`config.mk`:
```
export PLATFORM = sky130hd
export DESIGN_NAME = trdb_trace_ctrl
export DESIGN_NICKNAME = d
export VERILOG_FILES = /design/src/rtl/trdb_pkg.sv /design/src/rtl/trdb_resync_counter.sv /design/src/rtl/trdb_trace_ctrl.sv
export SDC_FILE = /design/constraint.sdc
export NUM_CORES = 1
export LEC_CHECK = 0
export CAP_MARGIN = 10
export CORE_MARGIN = 8
export CORE_UTILIZATION = 48
export DETAILED_ROUTE_END_ITERATION = 10
export GPL_TIMING_DRIVEN = 0
export PLACE_DENSITY = 0.76
export SLEW_MARGIN = 15
export SYNTH_ARGS = -nofsm -noshare
export SYNTH_HDL_FRONTEND = slang
export SYNTH_SLANG_ARGS = --single-unit
```
`constraint.sdc`:
```
create_clock -name clk_i -period 2.9 [get_ports clk_i]
set_input_delay 0.58 -clock clk_i [delete_from_list [all_inputs] [get_ports clk_i]]
set_output_delay 0.58 -clock clk_i [all_outputs]
set_load 0.02 [all_outputs]
```
`src/rtl/trdb_pkg.sv`:
```
// rtl/trdb_pkg.sv - shared types for the trace debug encoder blocks
package trdb_pkg;

  // Encoder session state as seen by the packet-priority stage.
  typedef enum logic [1:0] {
    OFF       = 2'd0,
    WAIT_QUAL = 2'd1,
    TRACING   = 2'd2
  } enc_state_e;

  // What advances the resync timer.
  typedef enum logic {
    RESYNC_CYCLES  = 1'b0,
    RESYNC_PACKETS = 1'b1
  } resync_mode_e;

  // True while the encoder is switched on, whether or not a window is open.
  function automatic logic enc_is_on(enc_state_e st);
    return st != OFF;
  endfunction

endpackage

```
`src/rtl/trdb_resync_counter.sv`:
```
// rtl/trdb_resync_counter.sv - saturating resync timer with threshold compare
module trdb_resync_counter #(
  parameter int unsigned RESYNC_W = 16
) (
  input  logic                clk_i,
  input  logic                rst_ni,
  input  logic                clear_i,
  input  logic                inc_i,
  input  logic [RESYNC_W-1:0] max_i,
  output logic                gt_o,
  output logic                et_o
);

  localparam logic [RESYNC_W-1:0] CntOne = {{(RESYNC_W-1){1'b0}}, 1'b1};
  localparam logic [RESYNC_W-1:0] CntSat = {RESYNC_W{1'b1}};

  logic [RESYNC_W-1:0] cnt_q;
  logic                max_zero;

  // Clear has priority over increment; the count sticks at all-ones.
  always_ff @(posedge clk_i or negedge rst_ni) begin
    if (!rst_ni) begin
      cnt_q <= '0;
    end else if (clear_i) begin
      cnt_q <= '0;
    end else if (inc_i && (cnt_q != CntSat)) begin
      cnt_q <= cnt_q + CntOne;
    end
  end

  // Threshold flags follow the register directly; a zero threshold disables resync.
  always_comb begin
    max_zero = (max_i == '0);
    gt_o     = !max_zero && (cnt_q >= max_i);
    et_o     = !max_zero && (cnt_q == (max_i - CntOne));
  end

endmodule

```
`src/rtl/trdb_trace_ctrl.sv`:
```
// rtl/trdb_trace_ctrl.sv - trace-session controller: enable, qualification window, resync timer
module trdb_trace_ctrl
  import trdb_pkg::*;
#(
  parameter int unsigned RESYNC_W = 16,
  parameter int unsigned OPMODE_W = 2
) (
  input  logic                clk_i,
  input  logic                rst_ni,
  input  logic                enable_i,
  input  logic                valid_i,
  input  logic                qualified_i,
  input  logic [OPMODE_W-1:0] opmode_i,
  input  logic                resync_mode_i,
  input  logic [RESYNC_W-1:0] max_resync_i,
  input  logic                packet_emitted_i,
  input  logic                resync_rst_i,
  output logic                tc_enc_enabled_o,
  output logic                tc_enc_disabled_o,
  output logic                tc_first_qualified_o,
  output logic                lc_final_qualified_o,
  output logic                tc_opmode_change_o,
  output logic                tc_gt_max_resync_o,
  output logic                tc_et_max_resync_o,
  output logic [1:0]          state_o
);

  enc_state_e          state_q, state_d;
  logic [OPMODE_W-1:0] opmode_q;

  logic enabled_ev, disabled_ev, final_ev, opmode_ev, first_qual;
  logic enabled_q, disabled_q, final_q, opmode_chg_q;
  logic cnt_clear, cnt_inc;

  // Session state register; reset drops straight to OFF without emitting any pulse.
  always_ff @(posedge clk_i or negedge rst_ni) begin
    if (!rst_ni) begin
      state_q <= OFF;
    end else begin
      state_q <= state_d;
    end
  end

  // Next-state: losing enable beats a qualified retirement in the same cycle.
  always_comb begin
    state_d = state_q;
    case (state_q)
      OFF: begin
        if (enable_i) state_d = WAIT_QUAL;
      end
      WAIT_QUAL: begin
        if (!enable_i)                    state_d = OFF;
        else if (valid_i && qualified_i)  state_d = TRACING;
      end
      TRACING: begin
        if (!enable_i)                    state_d = OFF;
        else if (valid_i && !qualified_i) state_d = WAIT_QUAL;
      end
      default: state_d = OFF;
    endcase
  end

  // Session events derived from the transition, plus resync timer controls.
  always_comb begin
    first_qual  = (state_q == WAIT_QUAL) && (state_d == TRACING);
    enabled_ev  = !enc_is_on(state_q) && enc_is_on(state_d);
    disabled_ev = enc_is_on(state_q) && !enc_is_on(state_d);
    final_ev    = (state_q == TRACING) && (state_d != TRACING);
    // Next-state based so an opmode write landing with enable still reports.
    opmode_ev   = (opmode_i != opmode_q) && enc_is_on(state_d);
    cnt_clear   = (state_d != TRACING) || resync_rst_i;
    cnt_inc     = (resync_mode_e'(resync_mode_i) == RESYNC_PACKETS) ? packet_emitted_i : 1'b1;
  end

  // One-cycle registered strobes for the priority stage, and the opmode history.
  always_ff @(posedge clk_i or negedge rst_ni) begin
    if (!rst_ni) begin
      enabled_q    <= 1'b0;
      disabled_q   <= 1'b0;
      final_q      <= 1'b0;
      opmode_chg_q <= 1'b0;
      opmode_q     <= '0;
    end else begin
      enabled_q    <= enabled_ev;
      disabled_q   <= disabled_ev;
      final_q      <= final_ev;
      opmode_chg_q <= opmode_ev;
      opmode_q     <= opmode_i;
    end
  end

  trdb_resync_counter #(
    .RESYNC_W (RESYNC_W)
  ) u_resync_counter (
    .clk_i   (clk_i),
    .rst_ni  (rst_ni),
    .clear_i (cnt_clear),
    .inc_i   (cnt_inc),
    .max_i   (max_resync_i),
    .gt_o    (tc_gt_max_resync_o),
    .et_o    (tc_et_max_resync_o)
  );

  assign tc_enc_enabled_o     = enabled_q;
  assign tc_enc_disabled_o    = disabled_q;
  assign lc_final_qualified_o = final_q;
  assign tc_opmode_change_o   = opmode_chg_q;
  // First qualification is flagged alongside the instruction that opens the window.
  assign tc_first_qualified_o = first_qual;
  assign state_o              = state_q;

endmodule
```
== Word-level counts from Yosys, hierarchy flattened ==
Cells that the tools add are included.

* Eq/ne operators: 7
* Reductions and logical operators: 20
* Magnitude comparators: 1
* $add $sub $neg: 2
* Muxes and demuxes: 9

{| class="wikitable"
|+ Operator list
! operator !! count
|-
| 16-bit 2-to-1 mux || 2
|-
| 16-bit by 1-bit adder with 16-bit output (second input constant) || 1
|-
| 16-bit equality test || 1
|-
| 16-bit greater-or-equal comparator || 1
|-
| 16-bit zero test || 1
|-
| 16-bit inequality test (second input constant) || 1
|-
| 16-bit by 1-bit subtractor with 16-bit output (second input constant) || 1
|-
| 1-bit logical AND || 10
|-
| 2-bit 2-to-1 mux || 5
|-
| 2-bit one-hot mux with 3 select lines || 1
|-
| 2-bit nonzero test || 3
|-
| 2-bit equality test (second input constant) || 2
|-
| 1-bit zero test || 4
|-
| 2-bit by 1-bit equality test with 1-bit output (second input constant) || 1
|-
| 2-bit zero test || 1
|-
| 2-bit inequality test || 1
|-
| 2-bit inequality test (second input constant) || 1
|-
| 1-bit logical OR || 1
|-
| 1-bit 2-to-1 mux || 1
|}

* Input port bits: 26
* Output and inout bits: 9
* Register bits: 24

== Logic depth before layout (Yosys ltp) ==
* Depth in word-level cells: 8
* Depth in mapped cells: 8
* Mapped depth without buffers: 8

== Hierarchy ==
A second synthesis with hierarchy kept.

* Cell total of the unflattened synthesis: 243
* Area total of the unflattened synthesis: 2125.8 um^2

{| class="wikitable"
|+ Modules (own cells, without submodules)
! module !! instances !! area each (um^2) !! cells an instance
|-
| trdb_resync_counter || 1 || 1775.5 || 213
|-
| trdb_trace_ctrl || 1 || 350.3 || 30
|}

== Worst setup path after synthesis ==
OpenSTA, ideal clock, no wires.

* Path kind: input -> output
* Start: in max_resync_i[0]
* End: out tc_et_max_resync_o
* Arrival: 2586 ps
* Required time: 2320 ps
* Buffers on the path: 0
* Slack: -266 ps
* Stages: 7
* Path through: inv_1 > ha_1 > xnor2_4 > or4_1 > nor4_1 > o2111ai_1 > a2111oi_2

* Cells in the longest elaborated chain, start to end: 3
* Elaborated cells on any way between the ends: 5
* Classes of those cells: add/sub: 1; eq/ne: 1; reduce/logical: 3

{| class="wikitable"
|+ Ends and longest elaborated chain
! element !! line !! RTL
|-
| from (decl) || trdb_trace_ctrl.sv:15 || <nowiki>input logic [RESYNC_W-1:0] max_resync_i,</nowiki>
|-
| 16-bit by 1-bit subtractor with 16-bit output or 16-bit zero test (tied branches) || trdb_resync_counter.sv:35, trdb_resync_counter.sv:33 ||
|-
| 16-bit equality test or 1-bit zero test (tied branches) || trdb_resync_counter.sv:35 || <nowiki>et_o = !max_zero && (cnt_q == (max_i - CntOne));</nowiki>
|-
| 1-bit logical AND (*) || trdb_resync_counter.sv:35 ||
|-
| to (decl) || trdb_trace_ctrl.sv:24 || <nowiki>output logic tc_et_max_resync_o,</nowiki>
|}

Mark *: on every way between the ends. The rest lies on a longest branch, timed or not.

== Worst setup path in the final report ==
Ends and elaborated chain as after synthesis.

==> impl_metrics.yaml <==
routing:
  vias: 1843
  antenna_left: 0
  drcViolationCount: 0
  drtIter0Drc: 78
  first_pass_iters: 4
  routed_via_density: 5.52
  routed_wl_mm: 4.80
  wire_per_inst_um: 14.4
timing:
  holdWs_ps: 279
  min_period_over_period_pct: 107
  setup_viol: 1
  rsz0062_at_grt: "yes"
  finClkSkew_ps: 2.59
  fmax_mhz: 323
  timing_hold_violations_final: 0
  slew-limit-headroom_pct: 63.2
  slew_violations: 0
  tns_ps: -199
  worst_pin_slew_ps: 547
  setup_slack_ps: -199
  finalCriticalPeriod_ps: 3100
die:
  initial_utilization_pct: 50.2
  fp.dieH_um: 80.9
  dieWidth_um: 80.9
  dieArea_um2: 6550
  ios: 35
  coreArea_um2: 4030
  num_rows: 23
worst_setup_path:
  crit_type: "primary input to output port"
  cp-startpoint: "max_resync_i[0]"
  reg2reg_from: "u_resync_counter.cnt_q[3]$_DFFE_PN0P_"
  cp.arrival_ps: 2520
  critical_path_required_ps: 2320
  cp-start-kind: "primary input"
  reg2reg_slack_ps: 1010
  cp_max_fo: 5
  cp-end-kind: "output port"
global_routing:
  grt_util_met2_pct: 26.8
  grt_pass1_vias: 1910
  grt_pass1_wl_mm: 8.35
  use_met3_pct: 2.21
  grt_busiest_layer: "met2"
  grt_antenna_before_repair: 0
  grt_util_met1_pct: 19.3
  overflow: 0
  grt_max_degree: 25
  grt_use_total_pct: 15.3
clock_network:
  cts_tree: "done"
  cts_sinks: 24
  ctsRootBufferMaster: "clkbuf_8"
  clk_latency_ps: 260
  clk_pin_slew_worst_paths_ps: 80
  cts_buffers: 3
  clockBufferDepth: 2
  htree_levels: 1
finish:
  layout_commonest_cell: "nor2_1"
  layout_common_cells: "nor2_1, xnor2_1, dfrtp_1"
  diodes: 0
  nets: 329
  drive_gt1_share_pct: 16.9
  syn2layout_area_growth_pct: 31.9
  fillCellCount: 339
  utilization_pct: 66.2
synthesis:
  yosysSeqAreaShare_pct: 29.7
  synth_seq_cells: 24
  synth_nets: 281
  yosysUniqueCellTypes: 39
  syn_area_um2: 2020
  synth_warnings: 0
  syn_avg_cell_area_um2: 8.54
  synthCells: 237
power_and_ir_drop:
  peakVddDrop_uv: 343
  p_leak_nw: 1.15
  p_per_area_nw_per_um2: 302
placed_design:
  dp_hpwl_mm: 3.70
  portBuffers: 34
  gp_congestion: 0.901
status:
  violations: "negative setup slack"
  status: "complete, but fails checks"
flow_run:
  drv_cap: 0
min_path:
  holdCritPathClass: "primary input to asynchronous set/reset pin"
==> power breakdown <==
group	internal (mW)	total (mW)	switching [mW]
Combinational	0.0857	0.173	0.0872
Clock	0.184	0.288	0.104
Sequential	0.341	0.346	0.00518
==> registers in the layout (all words and copies together), names as in the netlist <==
name	cells
opmode_q	2
u_resync_counter.cnt_q	16
state_o	2
tc_enc_disabled_o	1
tc_enc_enabled_o	1
tc_opmode_change_o	1
lc_final_qualified_o	1
==> path summary, 6_finish.rpt <==
check,depth (start not counted),end
worst max-delay path,9,tc_et_max_resync_o
worst min-delay path,1,u_resync_counter.cnt_q[4]$_DFFE_PN0P_
worst max register to register,6,u_resync_counter.cnt_q[8]$_DFFE_PN0P_
worst min register to register,2,tc_opmode_change_o$_DFF_PN0_
max in group asynchronous,1,u_resync_counter.cnt_q[10]$_DFFE_PN0P_
min in group clk_i,2,tc_opmode_change_o$_DFF_PN0_
==> synth_stat cells (all sizes together) <==
library cell | number | share of area (%)
dfrtp | 24 | 30
ha | 18 | 11
nor3b | 1 | 0.37
o21a | 1 | 0.37
nand3 | 14 | 3.5
or4 | 3 | 1.1
inv | 22 | 4.1
o21ai | 7 | 1.7
and3 | 2 | 0.62
a21o | 1 | 0.37
nor3 | 13 | 3.5
xor2 | 11 | 4.8
nor2b | 2 | 0.62
clkbuf | 4 | 0.74
a211oi | 1 | 0.37
nand2 | 13 | 2.4
a21oi | 11 | 2.7
xnor2 | 27 | 14
o2111ai | 2 | 0.87
nor4 | 4 | 2.0
o22a | 1 | 0.43
and2 | 2 | 0.62
nand2b | 4 | 1.2
nand4 | 8 | 2.5
a2111oi | 2 | 1.2
o211ai | 2 | 0.74
maj3 | 1 | 0.49
and4 | 2 | 0.93
a221oi | 1 | 0.43
a31oi | 2 | 0.62
nor2 | 28 | 5.2
nand3b | 2 | 0.74
mux2i | 1 | 0.49
==> final cells by class <==
| class | count | area [µm²] | area share, % |
|---|---|---|---|
| clock buffer | 3 | 41.3 | 1.55 |
| tap | 50 | 62.6 | 2.34 |
| sequential | 24 | 601 | 22.5 |
| timing repair buffer | 43 | 390 | 14.6 |
| buffer | 4 | 16.3 | 0.609 |
| inverter | 22 | 90.1 | 3.38 |
| multi-input combinational | 187 | 1440 | 53.9 |
| clock inverter | 1 | 30.0 | 1.13 |
==> critical path, cell delays in order <==
cell and delay [ps]:
buf_12 120, inv_4 50, ha_4 200, xnor2_4 120
or4_4 550, nor4_4 310, o2111ai_2 180, a2111oi_4 220
buf_4 190
==> layer usage <==
layer | routed length (µm) | part of all wire [%]
met3 | 194 | 4.0
met5 | 0 | 0
met1 | 2190 | 46
met2 | 2320 | 48
met4 | 88 | 1.8
==> through the flow <==
stage	instances	power, mW	area (µm²)	setup slack [ps]
2_1_floorplan	237	0.432	2050	19.4
3_3_place_gp	321	0.508	2450	-1260
3_5_place_dp	321	0.510	2450	-1300
4_1_cts	334	0.808	2650	-140
5_1_grt	334	0.843	2670	-256
6_report	334	0.807	2670	-199
==> cells by family after synthesis <==
kind of cell / Yosys count / synth area share (%)
multiplexers: 1 / 0.495
buffers and inverters: 26 / 4.82
AO/OA/AOI/OAI: 31 / 9.83
XOR/XNOR: 38 / 18.3
AND/OR/NAND/NOR: 98 / 25.2
adder cells (fa/ha/maj): 19 / 11.6
flip-flops: 24 / 29.7
==> what timing repair did <==
item | in CTS | in global routing
pin swaps | 12 | 10
setup endpoints to repair | 2 | 2
setup buffers | 9 | 0
endpoints found under the hold margin | 0 | 0
hold buffers | 0 | 0
resized for setup | 68 | 22
Power figures use the tool's default switching activity.
